===== config.mk =====
export PLATFORM = sky130hd
export DESIGN_NAME = serial_mult_ctrl_flat
export DESIGN_NICKNAME = d
export VERILOG_FILES = /design/src/rtl/serial_mult_ctrl_pkg.sv /design/src/rtl/serial_mult_ctrl_if.sv /design/src/rtl/serial_mult_ctrl_fulladder.sv /design/src/rtl/serial_mult_ctrl.sv /design/src/flat_wrapper.sv
export SDC_FILE = /design/constraint.sdc
export NUM_CORES = 1
export LEC_CHECK = 0
export CORE_UTILIZATION = 30
export CTS_BUF_LIST = sky130_fd_sc_hd__clkbuf_8
export DETAILED_ROUTE_END_ITERATION = 10
export PLACE_DENSITY_LB_ADDON = 0.2
export SYNTH_ARGS = -nofsm -noshare
export SYNTH_HDL_FRONTEND = slang
export SYNTH_HIERARCHICAL = 1
export SYNTH_SLANG_ARGS = --single-unit

===== constraint.sdc =====
create_clock -name clk -period 9.62 [get_ports clk]
set_clock_uncertainty 0.2 [all_clocks]
set_input_delay 1.924 -clock clk [delete_from_list [all_inputs] [get_ports clk]]
set_output_delay 1.924 -clock clk [all_outputs]
set_load 0.05 [all_outputs]

===== src/rtl/serial_mult_ctrl_pkg.sv =====
// ----------------------------------------------------------------------------
// mult_pkg: shared state encoding and counter sizing for serial_mult_ctrl. Rev 1.0
// ----------------------------------------------------------------------------
`default_nettype none

package mult_pkg;

  localparam logic [1:0] ST_IDLE = 2'd0;
  localparam logic [1:0] ST_ADD  = 2'd1;
  localparam logic [1:0] ST_DONE = 2'd2;

  typedef enum logic [1:0] {
    S_IDLE = ST_IDLE,
    S_ADD  = ST_ADD,
    S_DONE = ST_DONE,
    S_BAD  = 2'd3
  } state_e;

  // Index counters must hold the value N (one past the last operand bit).
  function automatic int cnt_w(input int n);
    return $clog2(n + 1);
  endfunction

endpackage

`default_nettype wire


===== src/rtl/serial_mult_ctrl_if.sv =====
// ----------------------------------------------------------------------------
// serial_mult_ctrl_if: operand and result valid/ready handshakes. Rev 1.0
// ----------------------------------------------------------------------------
`default_nettype none

interface serial_mult_ctrl_if #(
  parameter int N = 16
);

  logic           in_valid;
  logic           in_ready;
  logic [N-1:0]   a_in;
  logic [N-1:0]   b_in;
  logic           busy;
  logic           out_valid;
  logic           out_ready;
  logic [2*N-1:0] p;

  modport slave (
    input  in_valid, a_in, b_in, out_ready,
    output in_ready, busy, out_valid, p
  );

  modport master (
    output in_valid, a_in, b_in, out_ready,
    input  in_ready, busy, out_valid, p
  );

endinterface

`default_nettype wire


===== src/rtl/serial_mult_ctrl_fulladder.sv =====
// ----------------------------------------------------------------------------
// fulladder: single-bit full-adder cell. Rev 1.0
// ----------------------------------------------------------------------------
`default_nettype none

module fulladder (
  input  logic a,
  input  logic b,
  input  logic cin,
  output logic sum,
  output logic cout
);

  assign sum  = a ^ b ^ cin;
  assign cout = (a & b) | (cin & (a ^ b));

endmodule

`default_nettype wire


===== src/rtl/serial_mult_ctrl.sv =====
// ----------------------------------------------------------------------------
// serial_mult_ctrl: bit-serial unsigned NxN multiplier driving one full adder. Rev 1.0
// ----------------------------------------------------------------------------
`default_nettype none

module serial_mult_ctrl
  import mult_pkg::*;
#(
  parameter int N = 16
) (
  input  logic              clk,
  input  logic              rst,
  serial_mult_ctrl_if.slave bus
);

  localparam int CNT_W = cnt_w(N);
  localparam int IW    = (N > 1) ? $clog2(N) : 1;
  localparam int KW    = $clog2(2 * N);
  localparam logic [CNT_W-1:0] C_N   = CNT_W'(N);
  localparam logic [CNT_W-1:0] C_NM1 = CNT_W'(N - 1);

  state_e           state_q, state_d;
  logic [N-1:0]     a_q, a_d;
  logic [N-1:0]     b_q, b_d;
  logic [2*N-1:0]   acc_q, acc_d;
  logic [2*N-1:0]   p_q, p_d;
  logic [CNT_W-1:0] i_q, i_d;
  logic [CNT_W-1:0] j_q, j_d;
  logic             carry_q, carry_d;

  logic [KW-1:0]    k;
  logic             j_lt_n;
  logic             x;
  logic             y;
  logic             sum;
  logic             cout;

  assign j_lt_n = (j_q < C_N);
  assign k      = KW'(i_q) + KW'(j_q);
  assign x      = acc_q[k];
  // The j==N step only flushes the running carry into acc[i+N].
  assign y      = j_lt_n & a_q[j_q[IW-1:0]] & b_q[i_q[IW-1:0]];

  fulladder u_fa (
    .a    (x),
    .b    (y),
    .cin  (carry_q),
    .sum  (sum),
    .cout (cout)
  );

  assign bus.in_ready  = (state_q == S_IDLE) && !rst;
  assign bus.busy      = (state_q == S_ADD);
  assign bus.out_valid = (state_q == S_DONE);
  assign bus.p         = p_q;

  always_comb begin
    state_d = state_q;
    a_d     = a_q;
    b_d     = b_q;
    acc_d   = acc_q;
    p_d     = p_q;
    i_d     = i_q;
    j_d     = j_q;
    carry_d = carry_q;

    unique case (state_q)
      S_IDLE: begin
        if (bus.in_valid) begin
          a_d     = bus.a_in;
          b_d     = bus.b_in;
          acc_d   = '0;
          i_d     = '0;
          j_d     = '0;
          carry_d = 1'b0;
          state_d = S_ADD;
        end
      end
      S_ADD: begin
        acc_d[k +: 1] = sum;
        if (j_lt_n) begin
          carry_d = cout;
          j_d     = j_q + 1'b1;
        end else begin
          carry_d = 1'b0;
          j_d     = '0;
          if (i_q == C_NM1) begin
            p_d     = acc_d;
            state_d = S_DONE;
          end else begin
            i_d = i_q + 1'b1;
          end
        end
      end
      S_DONE: begin
        if (bus.out_ready) begin
          state_d = S_IDLE;
        end
      end
      default: state_d = S_IDLE;
    endcase
  end

  always_ff @(posedge clk) begin
    if (rst) begin
      state_q <= S_IDLE;
      a_q     <= '0;
      b_q     <= '0;
      acc_q   <= '0;
      p_q     <= '0;
      i_q     <= '0;
      j_q     <= '0;
      carry_q <= 1'b0;
    end else begin
      state_q <= state_d;
      a_q     <= a_d;
      b_q     <= b_d;
      acc_q   <= acc_d;
      p_q     <= p_d;
      i_q     <= i_d;
      j_q     <= j_d;
      carry_q <= carry_d;
    end
  end

endmodule

`default_nettype wire


===== src/flat_wrapper.sv =====
// flat-port wrapper written by rule: the top's interface ports become plain ports
module serial_mult_ctrl_flat import mult_pkg::*;
#(
  parameter int N = 16
)
  (clk, rst, bus_in_valid, bus_a_in, bus_b_in, bus_out_ready, bus_in_ready, bus_busy, bus_out_valid, bus_p);
  serial_mult_ctrl_if #(.N(N)) bus_i ();
  input  logic clk;
  input  logic rst;
  input wire logic [$bits(bus_i.in_valid)-1:0] bus_in_valid;
  input wire logic [$bits(bus_i.a_in)-1:0] bus_a_in;
  input wire logic [$bits(bus_i.b_in)-1:0] bus_b_in;
  input wire logic [$bits(bus_i.out_ready)-1:0] bus_out_ready;
  output wire logic [$bits(bus_i.in_ready)-1:0] bus_in_ready;
  output wire logic [$bits(bus_i.busy)-1:0] bus_busy;
  output wire logic [$bits(bus_i.out_valid)-1:0] bus_out_valid;
  output wire logic [$bits(bus_i.p)-1:0] bus_p;
  assign bus_i.in_valid = bus_in_valid;
  assign bus_i.a_in = bus_a_in;
  assign bus_i.b_in = bus_b_in;
  assign bus_i.out_ready = bus_out_ready;
  assign bus_in_ready = bus_i.in_ready;
  assign bus_busy = bus_i.busy;
  assign bus_out_valid = bus_i.out_valid;
  assign bus_p = bus_i.p;
  serial_mult_ctrl #(.N(N)) u_core (.clk(clk), .rst(rst), .bus(bus_i));
endmodule

==> results.cfg, run 1 <==
[cts]
numCtsBuffers = 9
clk_pin_slew_worst_paths_ns = 0.10
hold_buffers = 0
htree_levels = 3
clock_path_buffers = 2
cts-root-buf = clkbuf_8
tritoncts = done
cts_resized = 0
post_cts_buffers = 0
clock_latency_ns = 0.39
cts_sinks = 109

[yosys]
yosysWarnings = 6
synth_top_area_share_pct = 38.5
ys_types = 56
synth_nets = 709
synth_flop_cell = dfxtp_1
yosys-top-cells-count = dfxtp_1 (109), nand2_1 (102), nor2_1 (68), a21oi_1 (61), clkbuf_1 (36)
yosys.area.top_type = dfxtp_1
netlist_area_um2 = 5670
yosysSeqAreaShare_pct = 38.5
syn_area_per_cell_um2 = 8.60
synth_cells = 660
synth.area.top_cells = dfxtp_1 (38%), mux4_2 (7.9%), nand2_1 (6.7%)
async_flop_share_pct = 0
ys_ff_latch = 109
synth.most_common_cell = dfxtp_1
synth_edf_count = 0

[timing]
slew_headroom_pct = 19.5
finalCritPeriodShare_pct = 60.0
slew_viol_final = 0
fin_setup_tns_ns = 0
finalHoldViolCount = 0
period_minus_slack_ns = 5.77
fmax_ghz = 0.173
tightest_slew_ns = 1.20
setup_viol = 0
rsz0062_at_grt = no

[place]
port_buffers = 70
postPlaceCellArea_um2 = 6540
gp_congestion = 0.872
post-dp-hpwl_um = 12100

[hold_path]
hold_path_depth = 2
whs_endpoint = u_core/a_q[10]
hold_class = reg -> reg
hold_start = u_core/a_q[10]

[setup_path]
reg2regPathDepth = 12
crit_arrival_ns = 5.90
cp_data_required_time_ns = 9.74
start_kind = flip-flop
crit_buf_inv = 1
critical_path.max_fanout = 17
crit_path_top_delay_cell = fa_1
max_stage_delay_ns = 1.02
worst-r2r-setup-slack_ns = 3.85
endpoint_kind = flip-flop
cp.depth = 12
r2r_end = u_core/bus.p[26]
worst-setup-path-type = reg -> reg
cp_top_family = adder cells
path_cells = ha_1 > inv_1 > fa_1 > mux4_2 > mux4_2 > nand2_1 > nand2_1 > fa_1 > nor3b_1 > a21oi_1 > mux2_1 > nor3_1
r2r-start = u_core/j_q[0]
startpoint = u_core/j_q[0]

[floorplan]
initial_core_util_pct = 31.1
fp-row-count = 49
io_pins = 71
core-area_um2 = 18300
die_h_um = 140
die_area_um2 = 19500
die_x_um = 140

[routing]
drtIter0Drc = 341
ant_nets = 0
drc = 0
vias = 5051
via_per_inst = 5.40
wire_per_inst_um = 18.0
totalWireLength_um = 16800
firstDrtPassIters = 5

[global_routing]
grt_max_degree = 69
gr-total-overflow = 0
track_usage_pct = 17.6
grt_pass1_wl_um = 26600
first_global_vias = 4959
grt_antenna_before_repair = 0

[layout]
layout-drive-gt1-share_pct = 9.21
syn2layout_area_growth_pct = 18.5
multi_input_area_um2 = 3270
nNetsFinal = 750
seq_area_um2 = 2180
num_antenna_cells = 0
fill_cells = 1885
fin_area_um2 = 6720

[flow_run]
maxCapViolCount = 0

[power_and_ir_drop]
p_per_area_nw_per_um2 = 125
power_leakage_nw = 2.27
ir_drop_v = 0.0000548

[status]
status = finished clean
==> worst max path at each step <==
stage | slack, ns | endpoint
after floorplan | 4.14 | bus_in_ready
after global placement | 4.01 | u_core/bus.p[14]
after detailed placement | 3.89 | u_core/bus.p[14]
after CTS | 3.88 | u_core/bus.p[14]
after global routing | 3.50 | u_core/bus.p[26]
final | 3.85 | u_core/bus.p[26]
==> logic make-up after synthesis <==
| kind of cell | count (synthesis) | share of synthesized area, % |
|---|---|---|
| adder cells (fa/ha/maj) | 13 | 3.13 |
| multiplexers | 46 | 12.7 |
| buffers and inverters | 62 | 4.23 |
| AND/OR/NAND/NOR | 253 | 19.9 |
| flip-flops | 109 | 38.5 |
| AO/OA/AOI/OAI | 164 | 18.7 |
| XOR/XNOR | 13 | 2.89 |
==> power by group <==
group / total [mW] / leakage [nW] / internal [mW] / switching [mW]
Combinational: 0.102 / 1.30 / 0.0379 / 0.0640
Sequential: 0.466 / 0.883 / 0.460 / 0.00637
Clock: 0.274 / 0.0917 / 0.109 / 0.165
==> metrics by stage <==
stage          utilization, %  hold WS, ns  setup WS [ns]  instances  power, mW
3_3_place_gp             35.8        0.242           4.01        919      0.577
2_1_floorplan               -        0.233           4.14        660      0.541
6_report                 36.8        0.263           3.85        935      0.842
4_1_cts                  36.8        0.262           3.88        935      0.854
3_5_place_dp             35.8        0.247           3.89        919      0.578
5_1_grt                  36.8        0.287           3.50        935      0.885
==> routing by layer <==
| metal | wire length [um] | GRT usage, % | vias up |
|---|---|---|---|
| met5 | 0 | 0 | - |
| met2 | 7690 | 28.1 | 158 |
| li1 | - | - | 2450 |
| met1 | 7800 | 22.8 | 2408 |
| met3 | 726 | 2.96 | 35 |
| met4 | 586 | 8.85 | 0 |
==> flip-flops by register name, indices dropped and copies added (netlist names) <==
signal          count
u_core/a_q         16
u_core/i_q          5
u_core/j_q          5
u_core/state_q      2
u_core/carry_q      1
u_core/bus.p       32
u_core/b_q         16
u_core/acc_q       32
==> worst register-to-register path, stage by stage (launching register included) <==
cell,delay (ns)
dfxtp_1,0.62
ha_1,0.26
inv_1,0.06
fa_1,0.85
mux4_2,0.58
mux4_2,0.46
nand2_1,0.08
nand2_1,0.08
fa_1,1.02
nor3b_1,0.73
a21oi_1,0.25
mux2_1,0.36
nor3_1,0.15
==> final cells by class <==
type / count / share of cell area (%)
clock buffer: 11 / 2.25
clock inverter: 5 / 0.503
inverter: 16 / 0.894
multi-input combinational: 489 / 48.6
sequential: 109 / 32.5
tap: 229 / 4.26
timing repair buffer: 76 / 11.0
==> placed cells by master (no fill, tap or decap), types with 5 or more instances in the layout <==
master and n:
o22ai_1 11, o21ai_0 23, nor2_1 66, buf_4 6, inv_1 15, clkdlybuf4s50_1 69
a21oi_2 5, a32o_1 8, a22o_1 6, ha_1 11, a211oi_1 20, xor2_1 5
and3_1 5, nand2_1 102, clkbuf_8 11, dfxtp_1 109, nand3_1 22, nor3_1 22
a21oi_1 61, nand2b_1 5, nand4_1 5, mux4_2 20, mux2i_1 22
Power figures use the tool's default switching activity.
==> run 2: changes to the inputs <==
clock period = 5.3 ns   (was 9.62 ns; I/O delays follow)
==> run 2 against run 1 <==
Global-route usage rose by 0.38 points. Cell count up 0.96%. Final area grew 1.3%. Count of clock-buffer cells in the layout decreased by 2. Die area unchanged. Non-clock buffer count increased by 9. Critical endpoint is now u_core/bus.p[3]. Largest power group unchanged.
==> results.cfg, run 2 (same netlist as run 1, synthesis figures left out) <==
[status]
status = finished clean

[place]
gp_congestion = 0.932
pre_cts_slack_ns = 0.374
post-dp-hpwl_um = 12400
port_buffers = 70

[floorplan]
die_x_um = 140
fp-row-count = 49
die_area_um2 = 19500
initial_core_util_pct = 31.1
io_pins = 71
core-area_um2 = 18300
die_h_um = 140

[cts]
cts-root-buf = clkbuf_8
cts_resized = 0
hold_buffers = 0
cts_sinks = 109
numCtsBuffers = 9
htree_levels = 3
tritoncts = done
clk_pin_slew_worst_paths_ns = 0.11
clock_path_buffers = 2
post_cts_buffers = 0
clock_latency_ns = 0.40

[setup_path]
crit_buf_inv = 1
start_kind = flip-flop
worst-setup-path-type = reg -> reg
crit_path_top_delay_cell = fa_1
crit_arrival_ns = 5.02
reg2regPathDepth = 11
cp_top_family = adder cells
max_stage_delay_ns = 0.86
cp.depth = 11
worst-r2r-setup-slack_ns = 0.36
path_cells = inv_1 > fa_1 > mux4_2 > mux4_2 > nand2_1 > nand2_1 > fa_1 > nand3_1 > nor2_1 > nor2_1 > a2111oi_0
endpoint_kind = flip-flop
cp_data_required_time_ns = 5.38
critical_path.max_fanout = 11

[hold_path]
hold_path_depth = 2
hold_class = reg -> reg

[routing]
drtIter0Drc = 333
ant_nets = 0
totalWireLength_um = 17200
drc = 0
firstDrtPassIters = 5
wire_per_inst_um = 18.2
via_per_inst = 5.41
vias = 5105

[timing]
fin_setup_tns_ns = 0
slew_headroom_pct = 22.0
finalHoldViolCount = 0
setup_ws_ns = 0.365
period_minus_slack_ns = 4.94
finalCritPeriodShare_pct = 93.1
slew_viol_final = 0
rsz0062_at_grt = no
fmax_ghz = 0.203
setup_viol = 0
tightest_slew_ns = 1.17

[global_routing]
grt_pass1_wl_um = 27300
gr-total-overflow = 0
track_usage_pct = 17.9
first_global_vias = 4875
grt_max_degree = 55
grt_antenna_before_repair = 0

[layout]
num_antenna_cells = 0
syn2layout_area_growth_pct = 20.0
final_common_cell = dfxtp_1
nNetsFinal = 759
layout-drive-gt1-share_pct = 10.3
final_cell_mix = dfxtp_1 (109), nand2_1 (102), clkdlybuf4s50_1 (69), nor2_1 (66), a21oi_1 (61)

[power_and_ir_drop]
power_mw = 1.58
power_leakage_nw = 2.33
switchingPower_uw = 449
seqPwrFrac_pct = 53.4
p_per_area_nw_per_um2 = 232
p_int_mw = 1.13
ir_drop_v = 0.000157
switching_share_pct = 28.4
p_comb_share_pct = 12.3
clockPowerShare_pct = 34.4

[flow_run]
maxCapViolCount = 0
==> run 2: metal layers <==
layer	vias to the layer above	routed length, um	global-route usage, %
met5	-	0	0
li1	2459	-	-
met1	2448	7950	23.6
met3	23	762	3.03
met2	175	8170	30.1
met4	0	325	5.38
==> run 2: worst paths after layout <==
check,to,start
setup reg to reg,u_core/bus.p[3],u_core/i_q[1]
hold reg to reg,u_core/a_q[8],u_core/a_q[8]
setup / recovery,u_core/bus.p[3],u_core/i_q[1]
hold / removal,u_core/a_q[8],u_core/a_q[8]
==> run 2: final cells by class <==
class | instances | area, um2
fillers | 1913 | 11500
multi-input cells | 489 | 3270
flip-flops and latches | 109 | 2180
repair buffers | 85 | 808
well taps | 229 | 287
clock buffers | 9 | 124
clock inverters | 7 | 81.3
inverters | 16 | 60.1
==> run 2: through the flow <==
step | cell area, um2 | util (%) | hold WS [ns] | cells
floorplan | 5670 | - | 0.233 | 660
global placement | 6600 | 36.1 | 0.243 | 928
detailed placement | 6600 | 36.1 | 0.248 | 928
CTS | 6810 | 37.3 | 0.263 | 944
global route | 6810 | 37.3 | 0.280 | 944
finish | 6810 | 37.3 | 0.261 | 944
==> run 2: worst min-delay path, stage by stage, from the launching register on <==
cell     delay (ns)
dfxtp_1        0.32
nand2_1        0.05
a21oi_1        0.05
==> run 2: power by group through the flow <==
stage               logic [mW]  clock network, mW  registers, mW
floorplan                0.121                  0          0.860
global placement         0.190                  0          0.863
detailed placement       0.192                  0          0.863
CTS                      0.193              0.562          0.845
global route             0.210              0.586          0.847
finish                   0.194              0.544          0.844
==> run 3: changes to the inputs <==
--- a/config.mk
+++ b/config.mk
@@ -12,4 +12,3 @@
 export SYNTH_ARGS = -nofsm -noshare
 export SYNTH_HDL_FRONTEND = slang
-export SYNTH_HIERARCHICAL = 1
 export SYNTH_SLANG_ARGS = --single-unit
==> constraint.sdc (replaced) <==
create_clock -name clk -period 5.3 [get_ports clk]
set_clock_uncertainty 0.2 [all_clocks]
set_input_delay 1.06 -clock clk [delete_from_list [all_inputs] [get_ports clk]]
set_output_delay 1.06 -clock clk [all_outputs]
set_load 0.01 [all_outputs]
==> run 3 against run 2 <==
Cell count rose by 6.8%. Critical path depth shrank 1. Fmax increased by 0.82%. Core utilization fell by 0.71 points. Via count is 9.3% higher. Synthesized area up 5.6%. Synthesized cell count increased by 4.4%. Combinational power increased by 15%. Die area rose by 5.5%. Register-to-register slack gained 0.04 ns. Sequential cell count unchanged.
==> results.cfg, run 3 <==
[global_routing]
grt_pass1_wl_um = 30500
grt_antenna_before_repair = 0
track_usage_pct = 19.5
first_global_vias = 5395
grt_max_degree = 48
gr-total-overflow = 0

[power_and_ir_drop]
switchingPower_uw = 460
p_comb_share_pct = 13.6
seqPwrFrac_pct = 51.1
power_leakage_nw = 2.42
ir_drop_v = 0.000102
p_int_mw = 1.19
p_per_area_nw_per_um2 = 232
clockPowerShare_pct = 35.3
switching_share_pct = 27.8
power_mw = 1.65

[cts]
cts-root-buf = clkbuf_8
clock_latency_ns = 0.39
clk_pin_slew_worst_paths_ns = 0.11
tritoncts = done
numCtsBuffers = 9
clock_path_buffers = 2
post_cts_buffers = 0
cts_resized = 0
cts_sinks = 109
htree_levels = 3
hold_buffers = 0

[status]
status = finished clean

[yosys]
synth_nets = 738
ys_ff_latch = 109
yosys-top-cells-count = nand2_1 (118), dfxtp_1 (109), a21oi_1 (66), nor2_1 (39), nand3_1 (34)
synth_cells = 689
synth_flop_cell = dfxtp_1
netlist_area_um2 = 5990
synth_top_area_share_pct = 36.4
synth.most_common_cell = nand2_1
synth_edf_count = 0
ys_types = 69
yosysWarnings = 0
yosysSeqAreaShare_pct = 36.4
async_flop_share_pct = 0
yosys.area.top_type = dfxtp_1
syn_area_per_cell_um2 = 8.70
synth.area.top_cells = dfxtp_1 (36%), mux4_2 (7.5%), nand2_1 (7.4%)

[floorplan]
fp-row-count = 51
die_area_um2 = 20500
io_pins = 71
initial_core_util_pct = 30.7
die_x_um = 143
die_h_um = 143
core-area_um2 = 19500

[setup_path]
endpoint_kind = flip-flop
cp_data_required_time_ns = 5.40
critical_path.max_fanout = 13
r2r_end = u_core.acc_q[5]
r2r-start = u_core.j_q[0]
worst-setup-path-type = reg -> reg
reg2regPathDepth = 10
crit_arrival_ns = 5.00
worst-r2r-setup-slack_ns = 0.40
start_kind = flip-flop

[routing]
totalWireLength_um = 19200
drc = 0
wire_per_inst_um = 19.0
drtIter0Drc = 415
firstDrtPassIters = 5
via_per_inst = 5.54
ant_nets = 0
vias = 5581

[timing]
slew_headroom_pct = 15.8
finalCritPeriodShare_pct = 92.4
finalHoldViolCount = 0
rsz0062_at_grt = no
period_minus_slack_ns = 4.90
fin_setup_tns_ns = 0
tightest_slew_ns = 1.26
fmax_ghz = 0.204
setup_viol = 0
worst_hold_slack_ns = 0.261
slew_viol_final = 0

[layout]
nNetsFinal = 787
syn2layout_area_growth_pct = 19.1
final_common_cell = nand2_1
num_antenna_cells = 0
final_cell_mix = nand2_1 (118), dfxtp_1 (109), clkdlybuf4s50_1 (69), a21oi_1 (66), nor2_1 (38)
layout-drive-gt1-share_pct = 10.9
fin_util_pct = 36.6

[hold_path]
hold_start = u_core.a_q[0]
hold_class = reg -> reg
hold_path_depth = 2
whs_endpoint = u_core.a_q[0]

[place]
post-dp-hpwl_um = 13900
port_buffers = 70
gp_congestion = 0.866

[flow_run]
maxCapViolCount = 0
-- run 3: cell types whose count changed after synthesis, moves of 7 or more --
cell,before,now
a211oi_1,20,6
nor2_1,68,39
nand4_1,5,15
o211ai_1,1,12
nand3_1,22,34
nor3_1,23,11
nand2_1,102,118
nor4_1,0,7
mux2i_1,22,8
-- run 3: per-stage QoR --
stage,setup WS (ns),area [um2],instances
finish,0.405,7140,1008
global route,0.126,7140,1008
CTS,0.454,7140,1008
detailed placement,0.486,6920,992
global placement,0.541,6920,992
floorplan,1.09,5990,689
-- run 3: worst max-delay path by stage --
stage,endpoint,depth (start not counted),slack (ns),start
6_report,u_core.acc_q[5],10,0.40,u_core.j_q[0]
5_1_grt,u_core.acc_q[18],11,0.13,u_core.j_q[0]
4_1_cts,u_core.acc_q[23],12,0.45,u_core.j_q[0]
3_5_place_dp,u_core.acc_q[23],12,0.49,u_core.j_q[0]
3_3_place_gp,u_core.acc_q[23],12,0.54,u_core.j_q[0]
2_1_floorplan,u_core.acc_q[18],12,1.09,u_core.j_q[0]
-- run 3: routing by layer --
| metal | track usage (%) | wire (um) | share of wire, % |
|---|---|---|---|
| met1 | 26.9 | 8690 | 45 |
| met2 | 30.9 | 8720 | 46 |
| met3 | 3.60 | 1420 | 7.4 |
| met4 | 5.99 | 331 | 1.7 |
| met5 | 0 | 0 | 0 |
-- run 3: logic make-up (layout without fill, tap and decap cells) --
logic type	count (synthesis)	count (layout)	synth area share, %
DFF	109	109	36.4
AOI/OAI and AO/OA	192	192	22.7
and+or+nand+nor	269	269	21.9
muxes	28	28	8.85
buffers and inverters	67	121	4.89
adders and majority gates	13	13	2.97
xor gates and xnor gates	11	11	2.32
-- run 3: final cells by class --
cell class              instances  area, um2
fillers                      2011      12400
repair buffers                 85        808
clock buffers                  10        138
multi-input cells             513       3520
well taps                     265        332
clock inverters                 6       85.1
flip-flops and latches        109       2180
inverters                      20       75.1
-- run 3: worst max-delay path, cell delays in order (launching register included) --
cell and delay, ns:
dfxtp_1 0.46, ha_1 0.32, fa_1 1.04, mux4_2 0.42, mux4_2 0.51, mux2i_1 0.21
fa_1 0.44, nand2b_1 0.26, o41ai_1 0.58, nor2b_1 0.14, o31ai_1 0.23
-- run 3: power groups by stage --
stage / registers, mW / logic [mW] / clock network, mW
after floorplan: 0.859 / 0.151 / 0
after global placement: 0.864 / 0.219 / 0
after detailed placement: 0.865 / 0.223 / 0
after CTS: 0.846 / 0.223 / 0.594
after global routing: 0.848 / 0.244 / 0.622
final: 0.846 / 0.224 / 0.585
